<file path="src/rtl/lcd_video_pkg.sv">
// Shared types and widths for the LCD video receiver.
package lcd_video_pkg;

  localparam int unsigned X_W   = 11;
  localparam int unsigned Y_W   = 10;
  localparam int unsigned PIX_W = 16;
  localparam int unsigned CNT_W = 4;

  // Lock tracking states
  typedef enum logic [1:0] {
    ST_UNLOCKED = 2'd0,
    ST_ACQUIRE  = 2'd1,
    ST_LOCKED   = 2'd2
  } state_t;

  // RGB565 pixel as it arrives on LCD_DATA
  typedef struct packed {
    logic [4:0] r;
    logic [5:0] g;
    logic [4:0] b;
  } rgb565_t;

endpackage

</file>
<file path="src/rtl/lcd_crc16.sv">
// CRC-16-CCITT (poly 0x1021), one 16-bit word per enabled cycle, MSB first.
module lcd_crc16 (
  input  logic        clk_pix,
  input  logic        reset,
  input  logic        init,
  input  logic        en,
  input  logic [15:0] data,
  output logic [15:0] crc
);

  function automatic logic [15:0] crc_word(input logic [15:0] c, input logic [15:0] d);
    logic [15:0] r;
    logic        fb;
    r = c;
    for (int i = 15; i >= 0; i--) begin
      fb = r[15] ^ d[i];
      r  = {r[14:0], 1'b0} ^ (fb ? 16'h1021 : 16'h0000);
    end
    return r;
  endfunction

  // Running CRC; init has priority so a new frame always starts from 0xFFFF
  always_ff @(posedge clk_pix) begin
    if (reset) begin
      crc <= 16'hFFFF;
    end else if (init) begin
      crc <= 16'hFFFF;
    end else if (en) begin
      crc <= crc_word(crc, data);
    end
  end

endmodule

</file>
<file path="src/rtl/lcd_video_rx.sv">
// LCD parallel RGB565 receiver: measures line/frame timing, locks to
// H_ACT x V_ACT and emits pixels with coordinates while locked.
// Optional per-frame CRC output enabled by defining LCD_VIDEO_RX_CRC_EN.
module lcd_video_rx
  import lcd_video_pkg::*;
#(
  parameter int unsigned H_ACT       = 800,
  parameter int unsigned V_ACT       = 480,
  parameter int unsigned LOCK_FRAMES = 2
) (
  input  logic             clk_pix,
  input  logic             reset,
  input  logic             LCD_HSYNC,
  input  logic             LCD_VSYNC,
  input  logic             LCD_DEN,
  input  logic [PIX_W-1:0] LCD_DATA,
  output logic [PIX_W-1:0] pix_data,
  output logic [X_W-1:0]   pix_x,
  output logic [Y_W-1:0]   pix_y,
  output logic             pix_valid,
  output logic             frame_start,
  output logic             locked,
  output logic [X_W-1:0]   h_meas,
  output logic [Y_W-1:0]   v_meas,
  output logic             err
`ifdef LCD_VIDEO_RX_CRC_EN
  ,
  output logic [15:0]      frame_crc,
  output logic             crc_valid
`endif
);

  logic                 r_hs, r_vs, d_vs, r_den;
  rgb565_t              r_data;
  logic [X_W-1:0]       x_cnt;
  logic [Y_W-1:0]       line_cnt;
  logic                 frame_ok;
  state_t               state_q, state_d;
  logic [CNT_W-1:0]     good_cnt, good_d;
  logic                 err_d;

  logic                 den_fall_c, vs_fall_c, run_bad_c, line_over_c;
  logic                 den_in_vs_c, frame_good_c;
  logic [X_W-1:0]       x_inc_c;
  logic [Y_W-1:0]       line_inc_c, lines_end_c;
  logic                 unused_hs;

  // HSYNC is registered with the other inputs but plays no part in counting
  assign unused_hs = r_hs;

  // Single input register stage; sync lines reset to their idle (high) level
  always_ff @(posedge clk_pix) begin
    if (reset) begin
      r_hs   <= 1'b1;
      r_vs   <= 1'b1;
      d_vs   <= 1'b1;
      r_den  <= 1'b0;
      r_data <= '0;
    end else begin
      r_hs   <= LCD_HSYNC;
      r_vs   <= LCD_VSYNC;
      d_vs   <= r_vs;
      r_den  <= LCD_DEN;
      r_data <= rgb565_t'(LCD_DATA);
    end
  end

  // Edge detection and frame judgement; every run is at least one pixel long,
  // so a nonzero x count with DEN low marks the end of a run
  always_comb begin
    x_inc_c      = (x_cnt == '1) ? x_cnt : x_cnt + X_W'(1);
    line_inc_c   = (line_cnt == '1) ? line_cnt : line_cnt + Y_W'(1);
    den_fall_c   = ~r_den & (x_cnt != '0);
    vs_fall_c    = d_vs & ~r_vs;
    den_in_vs_c  = r_den & ~r_vs;
    run_bad_c    = den_fall_c & (x_cnt != X_W'(H_ACT));
    line_over_c  = den_fall_c & (line_cnt >= Y_W'(V_ACT));
    lines_end_c  = den_fall_c ? line_inc_c : line_cnt;
    frame_good_c = frame_ok & ~run_bad_c & (lines_end_c == Y_W'(V_ACT));
  end

  // Pixel/line counters and timing measurements
  always_ff @(posedge clk_pix) begin
    if (reset) begin
      x_cnt    <= '0;
      line_cnt <= '0;
      h_meas   <= '0;
      v_meas   <= '0;
      frame_ok <= 1'b0;
    end else begin
      x_cnt <= r_den ? x_inc_c : '0;
      if (den_fall_c) begin
        h_meas <= x_cnt;
      end
      if (vs_fall_c) begin
        v_meas   <= lines_end_c;
        line_cnt <= '0;
        frame_ok <= ~den_in_vs_c;
      end else begin
        if (den_fall_c) begin
          line_cnt <= line_inc_c;
        end
        if (run_bad_c | den_in_vs_c) begin
          frame_ok <= 1'b0;
        end
      end
    end
  end

  // Lock FSM state register
  always_ff @(posedge clk_pix) begin
    if (reset) begin
      state_q  <= ST_UNLOCKED;
      good_cnt <= '0;
    end else begin
      state_q  <= state_d;
      good_cnt <= good_d;
    end
  end

  // Lock FSM next state: first edge after reset only starts acquisition
  always_comb begin
    state_d = state_q;
    good_d  = good_cnt;
    err_d   = 1'b0;
    case (state_q)
      ST_UNLOCKED: begin
        if (vs_fall_c) begin
          state_d = ST_ACQUIRE;
          good_d  = '0;
        end
      end
      ST_ACQUIRE: begin
        if (vs_fall_c) begin
          if (frame_good_c) begin
            good_d = good_cnt + CNT_W'(1);
            if (good_cnt + CNT_W'(1) == CNT_W'(LOCK_FRAMES)) begin
              state_d = ST_LOCKED;
            end
          end else begin
            good_d = '0;
          end
        end
      end
      ST_LOCKED: begin
        if (run_bad_c | line_over_c | (vs_fall_c & ~frame_good_c)) begin
          state_d = ST_ACQUIRE;
          good_d  = '0;
          err_d   = 1'b1;
        end
      end
      default: begin
        state_d = ST_UNLOCKED;
        good_d  = '0;
      end
    endcase
  end

  // Output register stage: pixels land two edges after the input sample
  always_ff @(posedge clk_pix) begin
    if (reset) begin
      pix_data    <= '0;
      pix_x       <= '0;
      pix_y       <= '0;
      pix_valid   <= 1'b0;
      frame_start <= 1'b0;
      locked      <= 1'b0;
      err         <= 1'b0;
    end else begin
      pix_data    <= r_data;
      pix_x       <= x_cnt;
      pix_y       <= line_cnt;
      pix_valid   <= r_den & (state_q == ST_LOCKED);
      frame_start <= r_den & (state_q == ST_LOCKED) & (x_cnt == '0) & (line_cnt == '0);
      locked      <= (state_d == ST_LOCKED);
      err         <= err_d;
    end
  end

`ifdef LCD_VIDEO_RX_CRC_EN
  logic [15:0] crc_q;

  lcd_crc16 u_crc (
    .clk_pix (clk_pix),
    .reset   (reset),
    .init    (vs_fall_c),
    .en      (pix_valid),
    .data    (pix_data),
    .crc     (crc_q)
  );

  // Publish the accumulated CRC at the frame edge that closes a locked frame
  always_ff @(posedge clk_pix) begin
    if (reset) begin
      frame_crc <= '0;
      crc_valid <= 1'b0;
    end else begin
      crc_valid <= vs_fall_c & (state_q == ST_LOCKED);
      if (vs_fall_c & (state_q == ST_LOCKED)) begin
        frame_crc <= crc_q;
      end
    end
  end
`endif

endmodule

</file>
<file path="config.mk">
export PLATFORM = sky130hd
export DESIGN_NAME = lcd_video_rx
export DESIGN_NICKNAME = d
export VERILOG_FILES = /design/src/rtl/lcd_video_pkg.sv /design/src/rtl/lcd_crc16.sv /design/src/rtl/lcd_video_rx.sv
export SDC_FILE = /design/constraint.sdc
export NUM_CORES = 1
export LEC_CHECK = 0
export ABC_AREA = 0
export CORE_UTILIZATION = 30
export CTS_CLUSTER_DIAMETER = 80
export DETAILED_ROUTE_END_ITERATION = 12
export PLACE_DENSITY_LB_ADDON = 0.05
export SLEW_MARGIN = 0
export SYNTH_ARGS = -nofsm -noshare
export SYNTH_HDL_FRONTEND = slang
export SYNTH_SLANG_ARGS = --single-unit
</file>
<file path="constraint.sdc">
create_clock -name clk_pix -period 2.73 [get_ports clk_pix]
set_input_delay 0.546 -clock clk_pix [delete_from_list [all_inputs] [get_ports clk_pix]]
set_output_delay 0.546 -clock clk_pix [all_outputs]
set_load 0.01 [all_outputs]
</file>
==> results.yml <==
yosys:
  ys.flop_type: "dfxtp_1"
  yosys_warnings: 0
  syn_avg_cell_area_um2: 9.62
  syn_inst: 413
  synth.cell_area_um2: 3970
  seq_area_frac_synth: 0.549
  synth-edff-count: 0
  synth.distinct_cells: 49
  synth_nets: 440
  async_reset_ff_frac: 0
  yosys_register_bits: 109
placed_design:
  dpl_cell_area_um2: 5180
  dp_hpwl_mm: 6.61
  gp_congestion: 0.834
  port_buffers: 81
  pre_cts_ws_ns: 0.0152
worst_setup_path:
  required_ns: 3.00
  startpoint: "line_cnt[0]"
  rr_endpoint: "good_cnt[0]"
  max_stage_delay_ns: 0.41
  cp.arrival_ns: 2.86
  r2r_cells: 9
  r2r_slack_ns: 0.15
  worstPathMaxFanout: 10
  crit_path_end: "good_cnt[0]"
  regToRegStartpoint: "line_cnt[0]"
  endpoint_kind: "register"
  crit_slowest_cell: "dfxtp_1"
  worstSetupPathType: "reg2reg"
  cp-start-kind: "register"
  path_cells: "ha_2, and4_1, nand3_1, a211o_1, a221oi_2, nand4_2, buf_4, or2_4, o31ai_4"
sta:
  hold_viol_final: 0
  tns_ns: 0
  fin_ws_ns: 0.146
  max_freq_mhz: 387
  slew_headroom: 0.605
  period_needed_ns: 2.58
  maxSlewViolCount: 0
  clock_skew_ns: 0.00709
  final-setup-viol-count: 0
  final.period_utilization: 0.947
  rsz0062_at_grt: "false"
  tightest_slew_ns: 0.590
grt:
  overflow: 0
  antenna_found_initial: 0
  track_usage: 0.146
  grt_pass1_vias: 2930
  grt_max_degree: 47
  grt_pass1_wl_mm: 14.9
cells_and_area:
  area_delta_synth_final_pct: 37.7
  fin_area_um2: 5470
  diodes: 0
  finish.utilization: 0.428
  nNetsFinal: 547
  drive_above_1_share: 0.126
clock_tree:
  root_buffer: "clkbuf_16"
  cts.sinks: 109
  clockBufferDepth: 2
  clk_latency_ns: 0.35
  cts_tree: "yes"
  cts_resized: 1
  hold_buffers: 0
  cts_buffers: 9
  htree_levels: 3
  path_clk_slew_ns: 0.07
  postCtsSetupRepairBufs: 0
detailed_routing:
  dr.pass1.iters: 4
  vias_per_cell: 4.56
  wl_per_cell_um: 13.4
  drt-total-wl_mm: 9.37
  antenna_left: 0
  num_vias: 3179
  drc: 0
  drt-initial-drc-count: 198
floorplanning:
  ios: 83
  die_w_um: 117
  initial_utilization: 0.311
  dieArea_um2: 13700
  row_count: 41
  core_um2: 12800
  die_y_um: 117
worst_hold_path:
  min_path_type: "reg2reg"
flow_run:
  maxCapViolations: 0
power:
  leakage_uw: 0.00208
  cellPowerDensity_nw_per_um2: 557
  irDropWorstVdd_mv: 0.445
outcome:
  status: "completed"
kinds of logic (layout without fill, tap and decap cells):
group	count (synthesis)	after routing	synth area share
adders and majority gates	6	6	0.0189
and+or+nand+nor	187	187	0.253
muxes	9	9	0.0227
buffers and inverters	34	146	0.0334
xor gates and xnor gates	12	12	0.0264
DFF	109	109	0.549
AOI/OAI and AO/OA	56	56	0.0970
flip-flops by register name (all words and copies together) (netlist names), 10 cells and up:
| name | count |
|---|---|
| x_cnt | 11 |
| pix_x | 11 |
| h_meas | 11 |
| pix_y | 10 |
| v_meas | 10 |
| line_cnt | 10 |
| r_data | 16 |
| pix_data | 16 |
where the power goes:
group	switching [µW]	leakage, µW	internal [µW]	total [µW]
Clock	622	0.000138	636	1260
Sequential	10.1	0.000886	1620	1630
Combinational	78.2	0.00106	82.6	161
how the worst min path moves through the flow:
stage	start	endpoint	slack (ns)	cells after the start
3_3_place_gp	r_data[2]	pix_data[2]	0.42	1
4_1_cts	r_data[3]	pix_data[3]	0.44	1
2_1_floorplan	r_data[0]	pix_data[0]	0.41	1
3_5_place_dp	r_data[3]	pix_data[3]	0.42	1
6_report	r_data[3]	pix_data[3]	0.44	1
5_1_grt	r_data[2]	pix_data[2]	0.46	1
cells in the final DEF, fill, tap and decap left out, types with 12 or more instances in the layout:
master           instances
nand3_1                 15
clkdlybuf4s50_1         80
nor2b_1                 51
nor2_1                  49
buf_4                   35
a21oi_1                 14
nand2_1                 29
inv_1                   14
dfxtp_1                109
o21ai_0                 12
worst max-delay path: cells and delay by family, from the launching register on:
family,cells,cell delay [ns]
buffers and inverters,1,0.20
DFF,1,0.41
adders and majority gates,1,0.26
and+or+nand+nor,4,0.81
AOI/OAI and AO/OA,3,0.82
cell usage after synthesis, types with 6 or more instances:
cell type / number / share of area
dfxtp_1: 109 / 0.55
nor2b_1: 51 / 0.080
o21ai_0: 12 / 0.015
xnor2_1: 7 / 0.015
nor2_1: 49 / 0.046
nand2_1: 29 / 0.027
nand4_1: 9 / 0.014
mux2i_1: 9 / 0.023
clkbuf_1: 15 / 0.014
ha_1: 6 / 0.019
nand3_1: 15 / 0.019
a21oi_1: 14 / 0.018
inv_1: 14 / 0.013
routing by layer:
layer / track usage / share of wire
met1: 0.189 / 0.48
met3: 0.0479 / 0.046
met2: 0.228 / 0.46
met5: 0 / 0
met4: 0.0523 / 0.012
through the flow:
step,hold WS (ns),power [µW],cells
finish,0.436,3050,697
global placement,0.416,1830,681
global route,0.456,3190,697
floorplan,0.414,1740,413
CTS,0.441,3110,697
detailed placement,0.422,1830,681
layout make-up:
type                            count  area, µm²
Clock buffer                       10        229
Multi-Input combinational cell    270       1670
Tap cell                          172        215
Clock inverter                      6       52.6
Timing Repair Buffer              116       1070
Sequential cell                   109       2180
Inverter                           14       52.6
Fill cell                        1276       7300
(Power assumes the default switching activity.)
==> patch (same settings) <==
The output `pix_y` loses its register stage (`pix_y` becomes a continuous assignment).
--- a/src/rtl/lcd_video_rx.sv
+++ b/src/rtl/lcd_video_rx.sv
@@ -163,3 +163,2 @@
       pix_x       <= '0;
-      pix_y       <= '0;
       pix_valid   <= 1'b0;
@@ -171,3 +170,2 @@
       pix_x       <= x_cnt;
-      pix_y       <= line_cnt;
       pix_valid   <= r_den & (state_q == ST_LOCKED);
@@ -178,2 +176,4 @@
   end
+
+  assign pix_y = line_cnt;
 
Formal check against the unedited RTL: not equivalent (Yosys sat finds a counterexample within 4 cycles, from zero or initial values and one cycle with reset high).
==> patch against the original RTL <==
Critical endpoint unchanged; largest cell class unchanged; clock skew barely moved; largest power group unchanged; final area shrank 5.0%; wire length down 12%; utilization rose by 1.8 points; cell count shrank 8.3%; sequential cell count shrank 10; worst setup slack lost 0.13 ns; total power decreased by 5.1%; synthesized area down 7.8%.
==> patch: results (changes against the original RTL) <==
STA
  • Normalized max-slew margin: 44.79% (-16 points)
  • Clk_skew: 0.007349 ns (+0.0002625 ns)
  • Fin. Hold Viols: 0 (unchanged)
  • Period Utilization, post-route: 99.50% (+4.8 points)
  • Hold WS: 0.4363 ns (+0.0002050 ns)

GRT
  • Gr usage total: 13.94% (-0.69 points)
  • Global-route wire length before repair: 13.59 mm (-8.9%)
  • Initial antenna violation count: 0 (unchanged)
  • Largest net degree at the start of global routing: 39 (-17%)
  • Vias in the first global route: 2823 (-3.7%)

Clocking
  • # H-tree levels: 3 (unchanged)
  • Clock slew at reported path FFs: 0.07 ns (about the same)
  • Clock Tree Buf Depth: 2 (unchanged)
  • CTS root buffer: clkbuf_16
  • TritonCTS Buffers: 9 (unchanged)
  • Clk_lat worst skew: 0.34 ns

Route
  • Max Used Layer: met4
  • WL final: 8.282 mm (-12%)
  • Iter 0 DRT Violations: 84 (-58%)
  • Met2 wire len: 4.053 mm (-5.4%)
  • DRT Pass-1 Iters: 4 (unchanged)
  • Met3 WL: 346 um (-19%)
  • DRT met1 WL: 3.804 mm (-16%)
  • Via count: 2922 (-8.1%)

Place
  • Placed instance area: 4820 um2 (-6.9%)
  • Gpl congestion: 0.8540 (+2.4%)
  • Dpl hpwl: 6.004 mm (-9.2%)
  • Pre-CTS setup slack: -0.02362 ns (-0.03877 ns)
  • IO Port Bufs: 81 (unchanged)

Worst setup path
  • Worst endpoint data arrival time: 2.98 ns (+0.12 ns)
  • Worst path slowest cell: or4b_4
  • Worst path max stage delay: 0.56 ns (+0.15 ns)
  • Worst reg2reg setup slack: 0.01 ns (-0.13 ns)
  • Crit Path Max Fanout: 4 (-6)
  • Family with the most delay on the worst path: simple AND/OR/NAND/NOR gates

Logic synthesis
  • Compound-Gate Fraction of Synth Area: 9.669% (-0.029 points)
  • Asr flop ratio synth: 0% (unchanged)
  • Sequential fraction of the synthesis area: 54.12% (-0.79 points)
  • Xor-xnor portion of the synthesized cell area: 4.066% (+1.4 points)
  • Unique masters post-synth: 49 (unchanged)
  • Adder-cell area share of the yosys netlist: 2.050% (+0.16 points)
  • Top post-synthesis cells by area: dfxtp_1 (54%), nor2b_1 (7.7%), nor2_1 (4.1%), nand2_1 (3.4%), mux2i_1 (2.7%)
  • Syn Nets: 406 (-7.7%)
  • Commonest cells post-synth: dfxtp_1 (99), nor2b_1 (45), nor2_1 (40), nand2_1 (33), o21ai_0 (14)
  • Syn. warnings: 0 (unchanged)
  • Mux cell area share after synthesis: 2.733% (+0.47 points)

Finish
  • Antenna diode count: 0 (unchanged)
  • Top flop regs: pix_data x16, r_data x16
  • NumNets Final: 518 (-5.3%)
  • Fillers: 1168 (-8.5%)
  • Share of cells above drive strength 1: 14.92% (+2.3 points)

Outcome
  • Status: finished clean

Power
  • Maximum vdd drop: 0.0004148 V (-6.7%)
  • Leakage: 1.992 nW (-4.4%)
  • NetSw: 624.6 uW (-12%)

Worst hold path
  • Hold WC Path Type: reg -> reg
-- patch: worst paths after layout --
check	start	depth (start not counted)	to
worst max-delay path	x_cnt[0]	10	good_cnt[0]
worst min-delay path	r_data[11]	1	pix_data[11]
worst min register to register	r_data[11]	1	pix_data[11]
worst max register to register	x_cnt[0]	10	good_cnt[0]
-- patch: repair_timing --
action | CTS | global route
buffers inserted | 2 | 3
pin swaps | 4 | 2
endpoints found under the setup margin | 6 | 7
gates resized for setup | 5 | 7
-- patch: final cells by class --
cell class	count	area (um2)	area share, %
flip-flops and latches	99	1984	38.17
multi-input cells	252	1617	31.10
repair buffers	118	1084	20.84
clock buffers	10	229.0	4.404
well taps	143	178.9	3.442
clock inverters	6	65.06	1.252
inverters	11	41.29	0.7942
-- patch: cell families after synthesis --
| logic type | count (synthesis) |
|---|---|
| compound gates | 51 |
| xor+xnor | 17 |
| fa+ha+maj | 6 |
| buf+inv | 28 |
| flops | 99 |
| mux | 10 |
| simple gates | 168 |
-- patch: metal layers --
layer  global-route usage [%]  vias to the layer above
li1                         -                     1493
met1                    16.61                     1362
met2                    22.61                       61
met3                    5.508                        6
met4                    5.333                        0
met5                        0                        -
-- patch: worst register-to-register path: cells and delay by family (launching register included) --
family                   cells  cell delay (ns)
flip-flops                   1             0.33
AND/OR/NAND/NOR              3             1.11
adder cells (fa/ha/maj)      1             0.16
AO/OA/AOI/OAI                4             0.83
buffers and inverters        2             0.20
-- patch: power by group through the flow --
stage	clock (mW)	sequential, mW	combinational, mW
after CTS	1.31	1.48	0.150
after detailed placement	0	1.52	0.148
after floorplan	0	1.52	0.0664
final	1.26	1.48	0.152
after global routing	1.37	1.49	0.166
after global placement	0	1.52	0.146
-- patch: per-stage QoR --
stage / cells / utilization, %
after floorplan: 379 / -
after global placement: 618 / 41.33
after detailed placement: 618 / 41.33
after CTS: 636 / 44.13
after global routing: 639 / 44.58
final: 639 / 44.58
